File: config.mk
export PLATFORM = sky130hd
export DESIGN_NAME = rate_select_counter
export DESIGN_NICKNAME = d
export VERILOG_FILES = /design/src/rtl/rate_select_counter.sv
export SDC_FILE = /design/constraint.sdc
export NUM_CORES = 1
export LEC_CHECK = 0
export BUFFER_PORTS_ARGS = -buffer_cell sky130_fd_sc_hd__buf_2
export CAP_MARGIN = 20
export CORE_MARGIN = 2
export CORE_UTILIZATION = 47
export CTS_CLUSTER_DIAMETER = 100
export DETAILED_ROUTE_END_ITERATION = 7
export PLACE_DENSITY = 0.66
export RECOVER_POWER = 25
export SLEW_MARGIN = 0
export SYNTH_ARGS = -nofsm -noshare
export SYNTH_HDL_FRONTEND = slang
export SYNTH_SLANG_ARGS = --single-unit
File: constraint.sdc
create_clock -name FastClk -period 2.3 [get_ports FastClk]
set_input_delay 0.23 -clock FastClk [delete_from_list [all_inputs] [get_ports FastClk]]
set_output_delay 0.23 -clock FastClk [all_outputs]
set_load 0.05 [all_outputs]
File: src/rtl/rate_select_counter.sv
// Up/down counter stepped by clock-enable ticks from one free-running prescaler; rate chosen by RateSel.
// Count/Tick/Carry are registered, one edge after the tick condition; no backpressure, Load has priority.
module rate_select_counter #(
   parameter int WIDTH         = 4,
   parameter int NUM_RATES     = 4,
   parameter int SEL_W         = 2,
   parameter int PRESCALE_BITS = 27,
   parameter int BASE_BIT      = 20,
   parameter int RATE_STEP     = 2
) (
   input  logic             FastClk,
   input  logic             ResetN,
   input  logic [SEL_W-1:0] RateSel,
   input  logic             Enable,
   input  logic             Dir,
   input  logic             Saturate,
   input  logic             Load,
   input  logic [WIDTH-1:0] LoadValue,
   output logic [WIDTH-1:0] Count,
   output logic             Tick,
   output logic             Carry
);
   localparam logic [WIDTH-1:0] MAX = '1;

   logic [PRESCALE_BITS-1:0] prescaler;
   logic [PRESCALE_BITS-1:0] tick_mask;
   logic [SEL_W-1:0]         rate_q;
   logic [SEL_W-1:0]         rate_eff;
   logic                     rate_change;
   logic                     tick_int;
   logic [WIDTH-1:0]         count_nxt;
   logic                     carry_nxt;

   // Out-of-range selections fold onto the slowest rate.
   always_comb begin
      rate_eff = RateSel;
      if (int'(RateSel) >= NUM_RATES)
         rate_eff = SEL_W'(NUM_RATES - 1);
   end

   // Low K bits of the prescaler all ones marks the end of a 2^K period; K = 0 ticks every cycle.
   always_comb begin
      tick_mask = '0;
      for (int i = 0; i < PRESCALE_BITS; i++)
         tick_mask[i] = (i < BASE_BIT + int'(rate_q) * RATE_STEP);
   end

   assign rate_change = (rate_eff != rate_q);
   assign tick_int    = !rate_change && ((prescaler & tick_mask) == tick_mask);

   always_comb begin
      count_nxt = Count;
      carry_nxt = 1'b0;
      if (Dir) begin
         if (Count == MAX) begin
            carry_nxt = 1'b1;
            count_nxt = Saturate ? MAX : '0;
         end else begin
            count_nxt = Count + 1'b1;
         end
      end else begin
         if (Count == '0) begin
            carry_nxt = 1'b1;
            count_nxt = Saturate ? '0 : MAX;
         end else begin
            count_nxt = Count - 1'b1;
         end
      end
   end

   always_ff @(posedge FastClk) begin
      if (!ResetN) begin
         prescaler <= '0;
         rate_q    <= rate_eff;
         Count     <= '0;
         Tick      <= 1'b0;
         Carry     <= 1'b0;
      end else begin
         // A rate change restarts the period so the new rate gets a full first interval.
         prescaler <= rate_change ? '0 : prescaler + 1'b1;
         rate_q    <= rate_eff;
         Tick      <= 1'b0;
         Carry     <= 1'b0;
         if (Load) begin
            Count <= LoadValue;
         end else if (tick_int && Enable) begin
            Count <= count_nxt;
            Tick  <= 1'b1;
            Carry <= carry_nxt;
         end
      end
   end
endmodule

==> summary.txt <==
Detailed routing
  – TritonRoute pass-1 iters: 4
  – Routed wire length per instance: 12.6 um
  – Final antenna-violating net count: 0
  – DRC viols: 0
  – Via count: 1,367
  – Final wirelength: 3.23 mm
  – Starting DRT DRC Count: 87
  – Via/cell ratio: 5.32

STA
  – Worst-case clock skew: 0.0122 ns
  – WHS: 0.0436 ns
  – Fin crit share: 86.1%
  – Worst Tran Pin Value: 0.797 ns
  – Final hold violation count: 0
  – RSZ-0062 raised after global routing: false
  – Final max-slew violation count: 0
  – F_max: 0.505 GHz
  – Worst rel slew slack: 46.8%
  – Setup TNS: 0 ns
  – Setup Viol. Count Final: 0
  – Final min period: 1.98 ns

Power
  – Switching pwr: 0.000273 W
  – Clock power frac: 32.8%
  – Sw Share: 25.8%
  – Max VDD drop: 0.355 mV
  – P_leak: 0.685 nW
  – Register share of total power: 57.8%
  – P per Cell Area: 567 mW/mm2
  – Int Power: 0.000783 W
  – Comb power frac: 9.5%

Clock tree
  – Clk buf depth: 2
  – Hold_buf cts: 0
  – CTS H-tree lvls: 2
  – CTS resizes: 0
  – CTS tree: yes
  – Clk pin slew, worst setup/hold paths: 0.10 ns
  – Setup bufs post-CTS: 0
  – CTS Root Cell: clkbuf_4
  – Number of clock sinks: 34
  – TritonCTS buffer count: 5
  – Clk_lat worst skew: 0.34 ns

Layout
  – Final #Nets: 225
  – Finished Layout Cells: 257
  – Number of diodes: 0
  – FF/Latch Area: 681 um2
  – Share of layout cells above drive strength 1: 10.9%
  – Final instance area: 0.00186 mm2
  – Fill count: 334
  – Layout overhead on the synthesized area: 9.80%
  – Multi-input gate area: 968 um2

GRT
  – Vias in the first global route: 1,312
  – First-pass GRT wire length: 5.76 mm
  – Total congestion overflow: 0
  – Initial antenna violation count: 0
  – All-Layer GR Usage: 17.6%
  – Largest net degree at the start of global routing: 26

Floorplan
  – Core Rows: 21
  – Core area: 0.00342 mm2
  – Initial core utilization: 49.7%
  – Vert. Die Dim: 64.1 um
  – Num ports: 18
  – Die width: 64.1 um
  – DIE AREA: 0.00411 mm2

Setup path
  – Worst EP required: 2.53 ns
  – CP Max Fanout: 6
  – Critical path class: reg -> reg
  – CP Capture Type: register
  – CP Data Arrival Time: 2.21 ns
  – Reg2reg start: prescaler[0]$_SDFF_PP0_
  – Worst Setup SP: prescaler[0]$_SDFF_PP0_
  – CP startpoint kind: register

Synthesis
  – Mapped Avg Cell Area: 8.84 um2
  – Most numerous cell in the Yosys netlist: dfxtp_1
  – Cell taking the most area after synthesis: dfxtp_1
  – Post-synthesis net count: 207
  – Sequential area share after synthesis: 40.1%
  – Synth top area share: 40.1%
  – Synth Register Bits: 34
  – Post-Syn Area: 0.00170 mm2
  – Commonest cells post-synth: dfxtp_1 (34), nor2_1 (31), xor2_1 (18)
  – Prevailing post-synth register cell: dfxtp_1
  – Post-synth EDFFs: 0
  – Ys async rst share: 0%
  – Post-Synthesis Cells: 192
  – YS warnings: 0
  – Netlist cell types: 38
  – Area contributors post-synth: dfxtp_1 (40%), xor2_1 (9.3%), nor2_1 (6.9%)

Min path
  – Hold Path Class: in -> reg
  – Hold_sp: RateSel[1]

Place
  – DP Cell Count: 249
  – PortBufs: 17
  – Placed inst area: 0.00181 mm2
  – Dpl hpwl: 2.36 mm
  – GPL Wtd Cong: 0.837

Run
  – Max cap viols: 0

Status
  – Status: finished, final reports clean
==> stage by stage <==
stage          worst slack [ns]  utilization (%)  total power, W
2_1_floorplan             0.388                -        0.000695
3_3_place_gp              0.472             53.1        0.000721
3_5_place_dp              0.317             53.1        0.000724
4_1_cts                   0.299             54.9         0.00107
5_1_grt                   0.156             54.6         0.00110
6_report                  0.319             54.6         0.00106
==> final cells by class <==
| type | instances | share of cell area [%] |
|---|---|---|
| Clock inverter | 1 | 0.268 |
| Sequential cell | 34 | 36.5 |
| Clock buffer | 7 | 2.95 |
| Multi-Input combinational cell | 146 | 51.9 |
| Timing Repair Buffer | 17 | 4.03 |
| Inverter | 6 | 1.21 |
| Tap cell | 46 | 3.09 |
==> worst max-delay path, stage by stage (launching register included) <==
cell	delay, ns
dfxtp_1	0.39
ha_1	0.24
nand4_2	0.21
nor4_1	0.34
and4_1	0.38
mux2i_1	0.23
a21oi_1	0.09
==> power by group through the flow <==
| stage | sequential [W] | clock (W) | combinational, W |
|---|---|---|---|
| detailed placement | 0.000623 | 0 | 0.000101 |
| global placement | 0.000623 | 0 | 0.0000988 |
| floorplan | 0.000633 | 0 | 0.0000623 |
| CTS | 0.000610 | 0.000354 | 0.000101 |
| global route | 0.000613 | 0.000379 | 0.000111 |
| finish | 0.000611 | 0.000346 | 0.0000999 |
==> layer usage <==
layer	vias to the layer above	GRT usage (%)	part of all wire, %
li1	710	-	-
met5	-	0	0
met2	14	29.3	48
met4	0	5.59	1.1
met1	638	21.7	48
met3	5	5.46	3.4
==> path summary, 6_finish.rpt <==
check | slack [ns] | cells past startpoint | end
worst max register to register | 0.32 | 6 | Count[1]$_SDFFE_PN0P_
worst min-delay path | 0.04 | 1 | rate_q[1]$_DFF_P_
worst min register to register | 0.48 | 1 | prescaler[0]$_SDFF_PP0_
worst max-delay path | 0.32 | 6 | Count[1]$_SDFFE_PN0P_
==> cell usage in the layout (no fill, tap or decap), drive strengths merged, types with 6 or more instances in the layout <==
cell     n
clkbuf  15
dfxtp   34
xnor2    8
nand3   12
inv      6
buf      9
nand2   11
nor2    31
mux2i    7
xor2    18
nand4   13
==> state kept, by name, indices dropped and copies added (netlist names) <==
name,flops
Carry,1
rate_q,2
Tick,1
prescaler,26
Count,4
==> logic make-up (layout without fill, tap and decap cells) <==
family	count (synthesis)	after routing	synth area share [%]
xor+xnor	26	26	13.4
mux	9	9	5.45
simple gates	89	89	27.9
flops	34	34	40.1
buf+inv	12	31	2.87
compound gates	19	19	8.03
fa+ha+maj	3	3	2.21
(Power assumes the default switching activity.)
